<file path="config.mk">
export PLATFORM = sky130hd
export DESIGN_NAME = keypad_scanner
export DESIGN_NICKNAME = d
export VERILOG_FILES = /design/src/rtl/keypad_scanner_pkg.sv /design/src/rtl/keypad_scanner_flex_counter.sv /design/src/rtl/keypad_scanner.sv
export SDC_FILE = /design/constraint.sdc
export NUM_CORES = 1
export LEC_CHECK = 0
export BUFFER_PORTS_ARGS = -buffer_cell sky130_fd_sc_hd__buf_2
export CAP_MARGIN = 20
export CORE_MARGIN = 1.5
export CORE_UTILIZATION = 53
export CTS_CLUSTER_DIAMETER = 200
export DETAILED_ROUTE_END_ITERATION = 10
export PLACE_DENSITY_LB_ADDON = 0.3
export SETUP_SLACK_MARGIN = 0.2
export SLEW_MARGIN = 20
export SYNTH_ARGS = -nofsm -noshare
export SYNTH_HDL_FRONTEND = slang
export SYNTH_SLANG_ARGS = --single-unit
</file>
<file path="constraint.sdc">
create_clock -name clk_i -period 8.25 [get_ports clk_i]
set_input_delay 2.475 -clock clk_i [delete_from_list [all_inputs] [get_ports clk_i]]
set_output_delay 2.475 -clock clk_i [all_outputs]
set_load 0.02 [all_outputs]
</file>
<file path="src/rtl/keypad_scanner_pkg.sv">
// -----------------------------------------------------------------------------
// keypad_scanner_pkg
//   Shared definitions for the 4x4 keypad scanner: matrix geometry, FSM state
//   encoding and small helpers for deriving counter widths and key codes.
// -----------------------------------------------------------------------------
package keypad_scanner_pkg;

    localparam int NUM_ROWS = 4;
    localparam int NUM_COLS = 4;
    localparam int NUM_KEYS = NUM_ROWS * NUM_COLS;
    localparam int KEY_W    = $clog2(NUM_KEYS);

    typedef enum logic [1:0] {
        ST_IDLE = 2'd0,
        ST_SCAN = 2'd1,
        ST_EVAL = 2'd2
    } state_t;

    // Last value of the per-column step counter.
    function automatic int calc_step_max(input int clk_hz, input int rate_hz);
        return clk_hz / rate_hz - 1;
    endfunction

    // Bits needed to hold 0..max_val (never less than one bit).
    function automatic int cnt_width(input int max_val);
        return (max_val < 1) ? 1 : $clog2(max_val + 1);
    endfunction

    // Snapshot bits are laid out col*4+row; key codes are row*4+col.
    function automatic logic [KEY_W-1:0] snap_idx_to_code(input logic [KEY_W-1:0] idx);
        return {idx[1:0], idx[3:2]};
    endfunction

    // Index of the set bit of a one-hot vector.
    function automatic logic [KEY_W-1:0] onehot_index(input logic [NUM_KEYS-1:0] v);
        logic [KEY_W-1:0] idx;
        idx = '0;
        for (int i = 0; i < NUM_KEYS; i++) begin
            if (v[i]) idx = idx | KEY_W'(i);
        end
        return idx;
    endfunction

endpackage

</file>
<file path="src/rtl/keypad_scanner_flex_counter.sv">
// -----------------------------------------------------------------------------
// flex_counter
//   Free-running modulo counter 0..MAX_COUNT with a one-cycle rollover pulse.
//   Ports:
//     clk_i       clock, rising edge
//     rst_ni      asynchronous active-low reset
//     clear_i     synchronous clear (dominates count_en_i)
//     count_en_i  advance the counter
//     rollover_o  high in the cycle the counter wraps from MAX_COUNT to 0
// -----------------------------------------------------------------------------
module flex_counter #(
    parameter int MAX_COUNT = 3,
    parameter int WIDTH     = 2
) (
    input  logic clk_i,
    input  logic rst_ni,
    input  logic clear_i,
    input  logic count_en_i,
    output logic rollover_o
);

    localparam logic [WIDTH-1:0] LAST = WIDTH'(MAX_COUNT);

    logic [WIDTH-1:0] r_count;

    always_ff @(posedge clk_i or negedge rst_ni) begin
        if (!rst_ni) begin
            r_count <= '0;
        end else if (clear_i) begin
            r_count <= '0;
        end else if (count_en_i) begin
            r_count <= (r_count == LAST) ? '0 : r_count + 1'b1;
        end
    end

    assign rollover_o = count_en_i && !clear_i && (r_count == LAST);

endmodule

</file>
<file path="src/rtl/keypad_scanner.sv">
// -----------------------------------------------------------------------------
// keypad_scanner
//   Scans a 4x4 active-low key matrix one column at a time, debounces whole
//   scans and delivers single-key presses through a valid/ready handshake.
//   Ports:
//     clk_i          clock, rising edge
//     rst_ni         asynchronous active-low reset
//     scan_en_i      scanning enable; low forces idle and clears scan state
//     rows_i[3:0]    row sense lines, active-low, asynchronous
//     cols_o[3:0]    column drives, active-low, at most one low
//     key_code_o     key index row*4+col of the delivered key
//     key_valid_o    key_code_o holds an undelivered key
//     key_ready_i    consumer accepts key_code_o
//     key_pressed_o  debounced state has at least one key down
//     overrun_o      one-cycle pulse when a key event is dropped
// -----------------------------------------------------------------------------
module keypad_scanner
    import keypad_scanner_pkg::*;
#(
    parameter int CLOCK_FREQ_HZ  = 100_000_000,
    parameter int SCAN_RATE_HZ   = 1000,
    parameter int DEBOUNCE_SCANS = 4
) (
    input  logic                clk_i,
    input  logic                rst_ni,
    input  logic                scan_en_i,
    input  logic [NUM_ROWS-1:0] rows_i,
    output logic [NUM_COLS-1:0] cols_o,
    output logic [KEY_W-1:0]    key_code_o,
    output logic                key_valid_o,
    input  logic                key_ready_i,
    output logic                key_pressed_o,
    output logic                overrun_o
);

    localparam int STEP_MAX = calc_step_max(CLOCK_FREQ_HZ, SCAN_RATE_HZ);
    localparam int STEP_W   = cnt_width(STEP_MAX);
    localparam int STAB_W   = cnt_width(DEBOUNCE_SCANS);
    localparam logic [STAB_W-1:0] STAB_MAX = STAB_W'(DEBOUNCE_SCANS);

    logic [NUM_ROWS-1:0] r_rows_meta, r_rows_sync;
    state_t              r_state, w_state_next;
    logic [1:0]          r_col;
    logic [NUM_KEYS-1:0] r_snap, r_prev, r_deb;
    logic [STAB_W-1:0]   r_stable, w_stable_next;
    logic [NUM_KEYS-1:0] w_deb_next;
    logic                w_tick, w_step_clr, w_event;
    logic [KEY_W-1:0]    r_code;
    logic                r_valid, r_pressed, r_ovr;
    logic [NUM_COLS-1:0] w_cols;

    // Row synchronizer
    always_ff @(posedge clk_i or negedge rst_ni) begin
        if (!rst_ni) begin
            r_rows_meta <= '0;
            r_rows_sync <= '0;
        end else begin
            r_rows_meta <= rows_i;
            r_rows_sync <= r_rows_meta;
        end
    end

    // Held at zero in IDLE so the first column gets a full step after entry.
    assign w_step_clr = !scan_en_i || (r_state == ST_IDLE);

    flex_counter #(
        .MAX_COUNT (STEP_MAX),
        .WIDTH     (STEP_W)
    ) u_step (
        .clk_i      (clk_i),
        .rst_ni     (rst_ni),
        .clear_i    (w_step_clr),
        .count_en_i (scan_en_i),
        .rollover_o (w_tick)
    );

    // FSM state register
    always_ff @(posedge clk_i or negedge rst_ni) begin
        if (!rst_ni) r_state <= ST_IDLE;
        else         r_state <= w_state_next;
    end

    // FSM next state and column drive
    always_comb begin
        w_state_next = r_state;
        w_cols       = '1;
        case (r_state)
            ST_IDLE: begin
                if (scan_en_i) w_state_next = ST_SCAN;
            end
            ST_SCAN: begin
                w_cols = ~(NUM_COLS'(1) << r_col);
                if (!scan_en_i)                  w_state_next = ST_IDLE;
                else if (w_tick && r_col == 2'd3) w_state_next = ST_EVAL;
            end
            ST_EVAL: begin
                // Column has already wrapped to 0; EVAL overlaps its first cycle.
                w_cols = ~(NUM_COLS'(1) << r_col);
                if (!scan_en_i) w_state_next = ST_IDLE;
                else            w_state_next = ST_SCAN;
            end
            default: w_state_next = ST_IDLE;
        endcase
    end

    assign cols_o = w_cols;

    // Debounce: count consecutive identical full scans
    always_comb begin
        if (r_snap == r_prev)
            w_stable_next = (r_stable == STAB_MAX) ? r_stable : r_stable + 1'b1;
        else
            w_stable_next = STAB_W'(1);
    end

    assign w_deb_next = (r_state == ST_EVAL && w_stable_next == STAB_MAX) ? r_snap : r_deb;

    // Only a transition from nothing pressed to exactly one key is an event.
    assign w_event = scan_en_i && (r_state == ST_EVAL) && (r_deb == '0) && $onehot(w_deb_next);

    // Scan datapath
    always_ff @(posedge clk_i or negedge rst_ni) begin
        if (!rst_ni) begin
            r_col    <= '0;
            r_snap   <= '0;
            r_prev   <= '0;
            r_stable <= '0;
            r_deb    <= '0;
        end else if (!scan_en_i) begin
            r_col    <= '0;
            r_snap   <= '0;
            r_prev   <= '0;
            r_stable <= '0;
            r_deb    <= '0;
        end else begin
            if (r_state == ST_SCAN && w_tick) begin
                r_snap[{r_col, 2'b00} +: NUM_ROWS] <= ~r_rows_sync;
                r_col <= r_col + 1'b1;
            end
            if (r_state == ST_EVAL) begin
                r_stable <= w_stable_next;
                r_prev   <= r_snap;
                r_deb    <= w_deb_next;
            end
        end
    end

    // Output handshake; survives scan_en_i dropping.
    always_ff @(posedge clk_i or negedge rst_ni) begin
        if (!rst_ni) begin
            r_code    <= '0;
            r_valid   <= 1'b0;
            r_pressed <= 1'b0;
            r_ovr     <= 1'b0;
        end else begin
            r_ovr     <= 1'b0;
            r_pressed <= |r_deb;
            if (w_event) begin
                if (r_valid && !key_ready_i) begin
                    r_ovr <= 1'b1;
                end else begin
                    r_valid <= 1'b1;
                    r_code  <= snap_idx_to_code(onehot_index(w_deb_next));
                end
            end else if (r_valid && key_ready_i) begin
                r_valid <= 1'b0;
            end
        end
    end

    assign key_code_o    = r_code;
    assign key_valid_o   = r_valid;
    assign key_pressed_o = r_pressed;
    assign overrun_o     = r_ovr;

endmodule

</file>
==> impl_metrics.py, run 1 <==
metrics = {
    "die": {
        "dieHeight_um": 97.3,
        "design.die.area_mm2": 0.00947,
        "placeableCoreArea_mm2": 0.00868,
        "floorplan.initialDensity_pct": 54.3,
        "core.rowCount": 34,
        "fp.dieW_um": 97.3,
        "io_pins": 19,
    },
    "critical_path": {
        "criticalPathCategory": "register to register",
        "timing.critical_path.arrival_ns": 6.57,
        "crit_path_start_kind": "register",
        "critical_path.endpoint_type": "register",
        "timing.critical_path.fanout_max": 20,
        "timing.critical_path.required_ns": 8.52,
    },
    "global_route": {
        "grt_start_max_net_pins": 88,
        "gr_overflow_total": 0,
        "first_global_vias": 3451,
        "grt_first_pass_wirelength_um": 16800,
        "initial_antenna_violation_count": 0,
        "groute.usage.overall_pct": 22.1,
    },
    "clock_network": {
        "post_cts.resized_instances": 0,
        "cts.sinks": 87,
        "clk_root_buffer_cell": "sky130_fd_sc_hd__clkbuf_8",
        "clock_tree.htree_level_count": 3,
        "clk_path_buf_depth": 2,
        "post_cts_buffers": 0,
        "tritoncts": "done",
        "number_of_hold_buffers_added_after_cts": 0,
        "cts_buffers": 9,
        "clock_insertion_delay_worst_skew_ns": 0.37,
        "clk_transition_reported_paths_ns": 0.09,
    },
    "job": {
        "max_cap_viol_count": 0,
    },
    "finish": {
        "fin_cells": 602,
        "final_cell_mix": "sky130_fd_sc_hd__dfrtp_1, sky130_fd_sc_hd__nand2_1, sky130_fd_sc_hd__nor2_1",
        "layout_commonest_cell": "sky130_fd_sc_hd__dfrtp_1",
        "n_antenna_cell": 0,
        "layout.nets": 526,
        "drive_above_1_share_pct": 9.31,
        "area_growth_pct": 8.54,
        "num-fill-cells": 747,
    },
    "yosys": {
        "synth.avg_cell_area_um2": 9.93,
        "synthesis.yosys.warnings": 0,
        "post_synth_instance_area_mm2": 0.00472,
        "syn_inst": 475,
        "register_area_share_after_synthesis_pct": 46.2,
        "synthDistinctLibCells": 45,
        "post_synth_net_total": 512,
        "post_synth_edffs": 0,
        "postSynth.topFlopCell": "sky130_fd_sc_hd__dfrtp_1",
        "yosys_register_bits": 87,
        "postSynth.asyncResetShare_pct": 100,
    },
    "place": {
        "replace_congestion": 0.849,
        "dp_hpwl_um": 6800,
        "dp_cells": 586,
        "buffer_ports.inserted": 18,
    },
    "pwr": {
        "power.static_leakage_nw": 2.37,
        "ir_worst_vdd_uv": 107,
        "powerDensity_mw_per_mm2": 169,
    },
    "min_path": {
        "hold_class": "register to register",
    },
    "drt": {
        "ant_nets": 0,
        "vias_per_cell": 5.77,
        "remaining_drc_errors": 0,
        "post_drt_wl_per_cell_um": 16.3,
        "detailedRoute.firstPassIterationCount": 5,
        "finalWirelength_um": 9810,
        "via_count": 3476,
        "dr.first_iter.drc_count": 226,
    },
    "timing": {
        "tns_ns": 0,
        "post_route_clock_period_utilization_pct": 76.3,
        "grt_setup_unrepaired": "no",
        "max-slew-margin-rel_pct": 43.2,
        "finalMaxSlewViolations": 0,
        "timing.clock.skew_ns": 0.0103,
        "worst-slew-pin-transition_ns": 0.849,
        "hold_violations": 0,
        "total_setup_violations_reported_at_the_end_of_the_flow": 0,
        "finalWorstPathRequiredPeriod_ns": 6.30,
        "clock.fmax_ghz": 0.159,
    },
    "status": {
        "run_status": "finished, final reports clean",
    },
}
[critical path, cell delays in order (launching register included)]
cell,delay (ns)
sky130_fd_sc_hd__dfrtp_1,0.47
sky130_fd_sc_hd__xor2_1,0.17
sky130_fd_sc_hd__nor4_1,0.53
sky130_fd_sc_hd__nand4_1,0.79
sky130_fd_sc_hd__o21ai_1,0.40
sky130_fd_sc_hd__nand2_1,0.11
sky130_fd_sc_hd__fa_1,0.54
sky130_fd_sc_hd__inv_1,0.05
sky130_fd_sc_hd__fa_1,0.47
sky130_fd_sc_hd__fa_1,0.49
sky130_fd_sc_hd__fa_1,0.49
sky130_fd_sc_hd__inv_1,0.04
sky130_fd_sc_hd__ha_1,0.19
sky130_fd_sc_hd__fa_1,0.39
sky130_fd_sc_hd__or2_2,0.28
sky130_fd_sc_hd__o21ai_0,0.11
sky130_fd_sc_hd__nand4_1,0.17
sky130_fd_sc_hd__nand2b_1,0.24
sky130_fd_sc_hd__o31ai_1,0.26
[per-layer routing]
layer	vias to the layer above	share of wire [%]	global-route usage, %
met5	-	0	0
met4	0	2.2	8.46
met3	18	4.2	3.67
met2	82	46	34.8
met1	1715	47	30.9
li1	1661	-	-
[area by class of cell]
class	count	area, um^2	share of cell area (%)
tap	108	135	2.64
clock inverter	7	126	2.47
sequential	87	2180	42.5
timing repair buffer	21	119	2.32
clock buffer	9	124	2.42
inverter	19	71.3	1.39
multi-input combinational	351	2370	46.2
[state kept, by name, indices dropped and copies added (netlist names)]
| register | flops |
|---|---|
| u_step.r_count | 17 |
| r_deb | 16 |
| r_prev | 16 |
| r_snap | 16 |
| key_code_o | 4 |
| r_rows_meta | 4 |
| r_rows_sync | 4 |
| r_stable | 3 |
| r_col | 2 |
| r_state | 2 |
| key_pressed_o | 1 |
| key_valid_o | 1 |
| overrun_o | 1 |
[kinds of logic (layout without fill, tap and decap cells)]
family | after synthesis | in the layout | share of synthesized area, %
AO/OA/AOI/OAI | 65 | 65 | 7.88
AND/OR/NAND/NOR | 201 | 201 | 22.0
multiplexers | 24 | 24 | 5.09
adder cells (fa/ha/maj) | 29 | 29 | 9.29
buffers and inverters | 37 | 56 | 3.66
flip-flops | 87 | 87 | 46.2
XOR/XNOR | 32 | 32 | 5.94
[synth_stat cells (13+ instances only)]
cell,count,area share [%]
sky130_fd_sc_hd__a21oi_1,22,2.3
sky130_fd_sc_hd__and2_1,13,1.7
sky130_fd_sc_hd__dfrtp_1,87,46
sky130_fd_sc_hd__ha_1,19,5.0
sky130_fd_sc_hd__inv_1,19,1.5
sky130_fd_sc_hd__mux2i_1,24,5.1
sky130_fd_sc_hd__nand2_1,47,3.7
sky130_fd_sc_hd__nand3_1,33,3.5
sky130_fd_sc_hd__nor2_1,40,3.2
sky130_fd_sc_hd__nor4_1,13,1.7
sky130_fd_sc_hd__o21ai_0,21,2.2
sky130_fd_sc_hd__xor2_1,27,5.0
[path summary, 6_finish.rpt]
check / start / to / slack (ns) / depth (start not counted)
max: r_snap[12]$_DFFE_PN0P_ / key_code_o[1]$_DFFE_PN0P_ / 1.95 / 18
min: r_rows_meta[1]$_DFF_PN0_ / r_rows_sync[1]$_DFF_PN0_ / 0.35 / 0
max reg2reg: r_snap[12]$_DFFE_PN0P_ / key_code_o[1]$_DFFE_PN0P_ / 1.95 / 18
min reg2reg: r_rows_meta[1]$_DFF_PN0_ / r_rows_sync[1]$_DFF_PN0_ / 0.35 / 0
max in group asynchronous: rst_ni / r_snap[6]$_DFFE_PN0P_ / 5.56 / 1
min in group asynchronous: rst_ni / key_code_o[1]$_DFFE_PN0P_ / 2.14 / 1
[stage by stage]
stage               hold slack (ns)  setup slack [ns]  area (um^2)  utilization [%]  power, mW
floorplan                     0.331              2.86         4720                -      0.480
global placement              0.336              2.20         4860             56.1      0.501
detailed placement            0.338              2.00         4860             56.1      0.504
CTS                           0.359              1.99         5110             58.9      0.870
global route                  0.363              1.57         5120             59.0      0.892
finish                        0.354              1.95         5120             59.0      0.864
[power by group]
group	switching [mW]	internal, mW
Clock	0.164	0.205
Sequential	0.00644	0.432
Combinational	0.0414	0.0153
Total	0.212	0.652
Power figures use the tool's default switching activity.
==> run 2, diff against run 1 <==
==> constraint.sdc (replaced) <==
create_clock -name clk_i -period 6 [get_ports clk_i]
set_input_delay 1.8 -clock clk_i [delete_from_list [all_inputs] [get_ports clk_i]]
set_output_delay 1.8 -clock clk_i [all_outputs]
set_load 0.02 [all_outputs]
==> run 2 against run 1 <==
Compared with the run above:
- total power increased by 27%
- clock power grew 13%
- non-clock buffer count grew 9
- first-iteration DRC count is 12% lower
- count of clock-buffer cells in the layout is 1 higher
- register-to-register slack got worse by 1.4 ns
- worst setup slack worse by 1.4 ns
- global-route usage grew 0.23 points
- final area is 1.2% higher
==> impl_metrics.py, run 2 (synthesis gave the netlist of run 1 again) <==
metrics = {
    "timing": {
        "clock.fmax_ghz": 0.182,
        "timing.clock.skew_ns": 0.00933,
        "tns_ns": 0,
        "hold-worst-slack_ns": 0.357,
        "worst-slew-pin-transition_ns": 0.811,
        "finalMaxSlewViolations": 0,
        "hold_violations": 0,
        "max-slew-margin-rel_pct": 45.4,
        "finalWorstPathRequiredPeriod_ns": 5.49,
        "total_setup_violations_reported_at_the_end_of_the_flow": 0,
        "post_route_clock_period_utilization_pct": 91.4,
        "grt_setup_unrepaired": "no",
    },
    "critical_path": {
        "critical_path.endpoint_type": "register",
        "cp_slowest_stage_delay_ns": 0.54,
        "worst-r2r-setup-slack_ns": 0.51,
        "crit_path_start_kind": "register",
        "critPathMostFrequentCell": "sky130_fd_sc_hd__fa_1",
        "timing.critical_path.required_ns": 6.27,
        "buffer_and_inverter_count_on_the_worst_path": 4,
        "timing.critical_path.fanout_max": 19,
        "timing.critical_path.arrival_ns": 5.76,
        "criticalPathCategory": "register to register",
        "path_cells": "ha_2 -> and3b_1 -> a311oi_2 -> buf_4 -> nor2b_1 -> buf_4 -> nand3_1 -> nand2_1 -> fa_1 -> inv_1 -> fa_1 -> fa_1 -> fa_1 -> inv_1 -> ha_1 -> fa_1 -> or2_2 -> o21ai_2 -> nand4_1 -> nand2b_4 -> o31ai_1",
        "critPathLaunch": "r_stable[0]$_DFFE_PN0P_",
        "regToRegStartpoint": "r_stable[0]$_DFFE_PN0P_",
        "cpLargestDelayFamily": "adder cells",
        "r2r.worst_path.cells": 21,
        "timing.critical_path.slowest_stage_cell": "sky130_fd_sc_hd__fa_1",
        "worstReg2RegEnd": "key_code_o[2]$_DFFE_PN0P_",
    },
    "clock_network": {
        "clk_path_buf_depth": 2,
        "clk_root_buffer_cell": "sky130_fd_sc_hd__clkbuf_8",
        "number_of_hold_buffers_added_after_cts": 0,
        "cts.sinks": 87,
        "cts_buffers": 9,
        "clock_insertion_delay_worst_skew_ns": 0.36,
        "clock_tree.htree_level_count": 3,
        "tritoncts": "done",
        "clk_transition_reported_paths_ns": 0.09,
    },
    "min_path": {
        "min_to": "r_rows_sync[3]$_DFF_PN0_",
        "min_delay_path_depth": 0,
        "hold_class": "register to register",
        "hold_path_startpoint": "r_rows_meta[3]$_DFF_PN0_",
    },
    "drt": {
        "finalWirelength_um": 9970,
        "ant_nets": 0,
        "via_count": 3496,
        "post_drt_wl_per_cell_um": 16.3,
        "remaining_drc_errors": 0,
        "vias_per_cell": 5.72,
        "dr.first_iter.drc_count": 200,
        "detailedRoute.firstPassIterationCount": 4,
    },
    "place": {
        "dp_hpwl_um": 7130,
        "buffer_ports.inserted": 18,
        "replace_congestion": 0.883,
    },
    "global_route": {
        "grt_start_max_net_pins": 51,
        "grt_first_pass_wirelength_um": 16800,
        "groute.usage.overall_pct": 22.3,
        "gr_overflow_total": 0,
        "first_global_vias": 3373,
        "initial_antenna_violation_count": 0,
    },
    "finish": {
        "n_antenna_cell": 0,
        "drive_above_1_share_pct": 13.1,
        "layout.nets": 535,
        "final_core_utilization_pct": 59.7,
        "area_growth_pct": 9.84,
        "layout_commonest_cell": "sky130_fd_sc_hd__dfrtp_1",
        "top_register": "u_step.r_count",
        "final_cell_mix": "sky130_fd_sc_hd__dfrtp_1, sky130_fd_sc_hd__nand2_1, sky130_fd_sc_hd__nor2_1",
        "largest_register_ffs": 17,
        "num-fill-cells": 753,
    },
    "die": {
        "floorplan.initialDensity_pct": 54.3,
        "dieHeight_um": 97.3,
        "fp.dieW_um": 97.3,
        "core.rowCount": 34,
        "placeableCoreArea_mm2": 0.00868,
        "io_pins": 19,
        "design.die.area_mm2": 0.00947,
    },
    "status": {
        "run_status": "finished, final reports clean",
    },
    "pwr": {
        "powerDensity_mw_per_mm2": 212,
        "ir_worst_vdd_uv": 138,
        "power.static_leakage_nw": 2.41,
        "total_power_mw": 1.10,
    },
    "job": {
        "max_cap_viol_count": 0,
    },
}
==> run 2: changes by cell type in the layout (fill, tap and decap cells not counted), sizes merged <==
| cell | delta |
|---|---|
| clkinv | +1 |
| bufinv | -2 |
| clkbuf | +1 |
| buf | +9 |
==> run 2: cell type report <==
cell class                      count  area, um^2  area share [%]
Multi-Input combinational cell    351        2410            46.6
Timing Repair Buffer               30         183            3.53
Inverter                           19        71.3            1.38
Tap cell                          108         135            2.61
Sequential cell                    87        2180            42.1
Clock inverter                      6        68.8            1.33
Clock buffer                       10         128            2.46
==> run 2: power by group <==
part	total, mW	internal, mW	switching, mW
clock network	0.417	0.196	0.222
logic	0.0783	0.0210	0.0573
registers	0.602	0.594	0.00784
==> run 2: worst max path at each step <==
stage	end	slack, ns	cells past startpoint
6_report	key_code_o[2]$_DFFE_PN0P_	0.51	21
5_1_grt	key_code_o[2]$_DFFE_PN0P_	0.25	21
2_1_floorplan	key_code_o[3]$_DFFE_PN0P_	0.61	20
3_5_place_dp	key_code_o[1]$_DFFE_PN0P_	0.38	19
4_1_cts	key_code_o[1]$_DFFE_PN0P_	0.31	19
3_3_place_gp	key_code_o[3]$_DFFE_PN0P_	0.43	19
==> run 2: repair_timing <==
| action | in CTS | in global routing |
|---|---|---|
| endpoints found under the setup margin | 0 | 4 |
| buffers inserted | 0 | 1 |
| resized for setup | 0 | 16 |
==> run 2: metrics by stage <==
stage          worst slack, ns  cells  cell area (um^2)
2_1_floorplan            0.610    475              4720
3_3_place_gp             0.435    594              4920
3_5_place_dp             0.376    594              4920
4_1_cts                  0.313    610              5120
5_1_grt                  0.249    611              5180
6_report                 0.514    611              5180
==> run 2: per-layer routing <==
metal / GRT usage, % / vias to the layer above / routed length (um) / share of wire [%]
met5: 0 / - / 0 / 0
met4: 8.35 / 0 / 202 / 2.0
met3: 4.96 / 17 / 453 / 4.5
met2: 34.2 / 93 / 4630 / 46
met1: 31.2 / 1698 / 4680 / 47
li1: - / 1688 / - / -
==> run 3, diff against run 2 <==
--- a/config.mk
+++ b/config.mk
@@ -5,12 +5,14 @@
 export SDC_FILE = /design/constraint.sdc
 export NUM_CORES = 1
 export LEC_CHECK = 0
+export ABC_AREA = 1
 export BUFFER_PORTS_ARGS = -buffer_cell sky130_fd_sc_hd__buf_2
 export CAP_MARGIN = 20
 export CORE_MARGIN = 1.5
 export CORE_UTILIZATION = 53
 export CTS_CLUSTER_DIAMETER = 200
 export DETAILED_ROUTE_END_ITERATION = 10
+export HOLD_SLACK_MARGIN = 0.1
 export PLACE_DENSITY_LB_ADDON = 0.3
 export SETUP_SLACK_MARGIN = 0.2
 export SLEW_MARGIN = 20
==> run 3 against run 2 <==
Compared with the run above:
- wire length grew 6.8%
- clock power grew 4%
- combinational power grew to 2.6 times the previous value
- sequential share of layout area shrank 1.1 points
- utilization grew 0.93 points
- first-iteration DRC count grew 4.0%
- worst setup slack lost 0.043 ns
- die area grew 1.8%
- area after synthesis grew 1.8%
- global-route usage grew 0.96 points
- flip-flop and latch count is the same
- final cell count grew 22%
- critical endpoint is now key_code_o[0]$_DFFE_PN0P_
- highest routed layer unchanged
==> impl_metrics.py, run 3 <==
metrics = {
    "finish": {
        "layout_commonest_cell": "sky130_fd_sc_hd__nand2_1",
        "fin_cells": 746,
        "final_cell_mix": "sky130_fd_sc_hd__nand2_1, sky130_fd_sc_hd__inv_1, sky130_fd_sc_hd__dfrtp_1",
        "top_register": "u_step.r_count",
        "largest_register_ffs": 17,
        "layout.nets": 670,
        "drive_above_1_share_pct": 11.1,
        "area_growth_pct": 10.6,
        "n_antenna_cell": 0,
        "num-fill-cells": 767,
        "design_area_mm2": 0.00531,
    },
    "place": {
        "dp_hpwl_um": 7840,
        "buffer_ports.inserted": 18,
        "placedInstanceArea_mm2": 0.00500,
        "replace_congestion": 0.847,
        "dp_cells": 722,
    },
    "yosys": {
        "synthDistinctLibCells": 39,
        "synth_area_leaders": "sky130_fd_sc_hd__dfrtp_1, sky130_fd_sc_hd__nand2_1, sky130_fd_sc_hd__inv_1",
        "synth_largest_type_area_fraction_pct": 45.3,
        "synth.avg_cell_area_um2": 7.98,
        "register_area_share_after_synthesis_pct": 45.3,
        "postSynth.asyncResetShare_pct": 100,
        "post_synth_instance_area_mm2": 0.00480,
        "post_synth_net_total": 639,
        "yosysTopAreaCell": "sky130_fd_sc_hd__dfrtp_1",
        "post_synth_edffs": 0,
        "synth.cells.most_frequent": "sky130_fd_sc_hd__nand2_1, sky130_fd_sc_hd__inv_1, sky130_fd_sc_hd__dfrtp_1",
        "synthesis.yosys.warnings": 0,
        "syn_inst": 602,
        "yosys.cell_count.top_type": "sky130_fd_sc_hd__nand2_1",
        "postSynth.topFlopCell": "sky130_fd_sc_hd__dfrtp_1",
        "yosys_register_bits": 87,
    },
    "timing": {
        "grt_setup_unrepaired": "yes",
        "tns_ns": 0,
        "finalWorstPathRequiredPeriod_ns": 5.53,
        "worst-slew-pin-transition_ns": 0.773,
        "clock.fmax_ghz": 0.181,
        "hold_violations": 0,
        "total_setup_violations_reported_at_the_end_of_the_flow": 0,
        "post_route_clock_period_utilization_pct": 92.2,
        "finalMaxSlewViolations": 0,
        "max-slew-margin-rel_pct": 48.4,
        "timing.clock.skew_ns": 0.0115,
    },
    "drt": {
        "post_drt_wl_per_cell_um": 14.3,
        "dr.first_iter.drc_count": 208,
        "vias_per_cell": 5.36,
        "finalWirelength_um": 10600,
        "ant_nets": 0,
        "via_count": 3997,
        "remaining_drc_errors": 0,
        "detailedRoute.firstPassIterationCount": 5,
    },
    "clock_network": {
        "clock_tree.htree_level_count": 3,
        "clock_insertion_delay_worst_skew_ns": 0.36,
        "tritoncts": "done",
        "clk_transition_reported_paths_ns": 0.09,
        "clk_path_buf_depth": 2,
        "clk_root_buffer_cell": "sky130_fd_sc_hd__clkbuf_8",
        "cts.sinks": 87,
        "cts_buffers": 9,
    },
    "critical_path": {
        "timing.critical_path.required_ns": 6.26,
        "timing.critical_path.arrival_ns": 5.79,
        "criticalPathCategory": "register to register",
        "crit_path_start_kind": "register",
        "timing.critical_path.fanout_max": 10,
        "critical_path.endpoint_type": "register",
    },
    "global_route": {
        "grt_start_max_net_pins": 48,
        "grt_first_pass_wirelength_um": 17900,
        "groute.usage.overall_pct": 23.3,
        "initial_antenna_violation_count": 0,
        "gr_overflow_total": 0,
        "first_global_vias": 3754,
    },
    "job": {
        "max_cap_viol_count": 0,
    },
    "pwr": {
        "power.static_leakage_nw": 2.69,
        "powerDensity_mw_per_mm2": 239,
        "ir_worst_vdd_uv": 166,
    },
    "die": {
        "floorplan.initialDensity_pct": 54.8,
        "io_pins": 19,
        "fp.dieW_um": 98.2,
        "core.rowCount": 34,
        "placeableCoreArea_mm2": 0.00876,
        "dieHeight_um": 98.2,
        "design.die.area_mm2": 0.00964,
    },
    "status": {
        "run_status": "finished, final reports clean",
    },
    "min_path": {
        "hold_class": "register to register",
    },
}
## run 3: cell types whose count changed in the layout (fill, tap and decap cells not counted), sizes merged, moves of 6 or more
cell	previous run	this run
inv	21	102
nand3	34	21
mux2i	24	0
nand4	8	20
o22ai	0	14
and2	13	0
nor3	12	6
xor2	27	7
nor2	40	82
nand2	47	150
nand2b	8	0
nor4	14	4
## run 3: cells by family after synthesis
group / after synthesis / synth area share (%)
adder cells (fa/ha/maj): 29 / 9.12
XOR/XNOR: 13 / 2.37
buffers and inverters: 110 / 8.99
flip-flops: 87 / 45.3
AND/OR/NAND/NOR: 286 / 25.4
AO/OA/AOI/OAI: 77 / 8.83
## run 3: stage by stage
stage	worst slack, ns	power (mW)	hold slack, ns	util (%)
3_3_place_gp	0.506	0.831	0.332	57.1
2_1_floorplan	0.788	0.773	0.331	-
5_1_grt	0.115	1.34	0.380	60.6
3_5_place_dp	0.361	0.836	0.335	57.1
4_1_cts	0.354	1.27	0.357	59.5
6_report	0.470	1.27	0.355	60.6
## run 3: report_power, final
| part | internal (mW) | leakage [nW] | total [mW] | switching [mW] |
|---|---|---|---|---|
| combinational | 0.0621 | 1.40 | 0.207 | 0.145 |
| sequential | 0.610 | 1.18 | 0.627 | 0.0176 |
| clock | 0.210 | 0.105 | 0.434 | 0.223 |
## run 3: final timing paths
kind                                          start                         to  slack [ns]  depth (start not counted)
max in group asynchronous                    rst_ni     r_prev[11]$_DFFE_PN0P_        3.60                          2
max reg2reg                 r_stable[0]$_DFFE_PN0P_  key_code_o[0]$_DFFE_PN0P_        0.47                         25
min in group asynchronous                    rst_ni      r_prev[9]$_DFFE_PN0P_        1.45                          1
min reg2reg                r_rows_meta[0]$_DFF_PN0_   r_rows_sync[0]$_DFF_PN0_        0.36                          0
max                         r_stable[0]$_DFFE_PN0P_  key_code_o[0]$_DFFE_PN0P_        0.47                         25
min                        r_rows_meta[0]$_DFF_PN0_   r_rows_sync[0]$_DFF_PN0_        0.36                          0
## run 3: layer usage
layer  share of wire, %  wire length [um]  global-route usage (%)
met2                 47              4950                    35.8
met1                 47              5050                    34.6
met4                1.6               173                    6.93
met5                  0                 0                       0
met3                4.4               471                    3.22
## run 3: cell type report
class	count	area [um^2]	share of cell area, %
Clock buffer	10	138	2.59
Clock inverter	6	75.1	1.41
Inverter	100	375	7.07
Multi-Input combinational cell	406	2230	42.0
Sequential cell	87	2180	41.0
Tap cell	108	135	2.54
Timing Repair Buffer	29	180	3.39
## run 3: critical path, cell delays in order, from the launching register on
cell and delay (ns):
sky130_fd_sc_hd__dfrtp_1 0.41, sky130_fd_sc_hd__inv_1 0.08, sky130_fd_sc_hd__ha_1 0.15, sky130_fd_sc_hd__nand2_1 0.10, sky130_fd_sc_hd__xor2_2 0.22, sky130_fd_sc_hd__nor3_4 0.15, sky130_fd_sc_hd__nand4_1 0.17, sky130_fd_sc_hd__buf_6 0.19
sky130_fd_sc_hd__nand2_2 0.07, sky130_fd_sc_hd__nand2_2 0.09, sky130_fd_sc_hd__fa_1 0.55, sky130_fd_sc_hd__inv_1 0.05, sky130_fd_sc_hd__fa_1 0.45, sky130_fd_sc_hd__fa_1 0.48, sky130_fd_sc_hd__fa_1 0.49, sky130_fd_sc_hd__inv_1 0.04
sky130_fd_sc_hd__ha_1 0.21, sky130_fd_sc_hd__fa_1 0.47, sky130_fd_sc_hd__nor4_2 0.24, sky130_fd_sc_hd__nand3_1 0.12, sky130_fd_sc_hd__a21oi_2 0.16, sky130_fd_sc_hd__nand3_2 0.12, sky130_fd_sc_hd__a21oi_2 0.18, sky130_fd_sc_hd__nand3_1 0.09
sky130_fd_sc_hd__nor2_1 0.11, sky130_fd_sc_hd__nor2_1 0.05
## run 3: timing repair
| action | in CTS | in global routing |
|---|---|---|
| setup endpoints to repair | 0 | 3 |
| hold buffers | 0 | 0 |
| setup buffers | 0 | 6 |
| gates resized for setup | 0 | 13 |
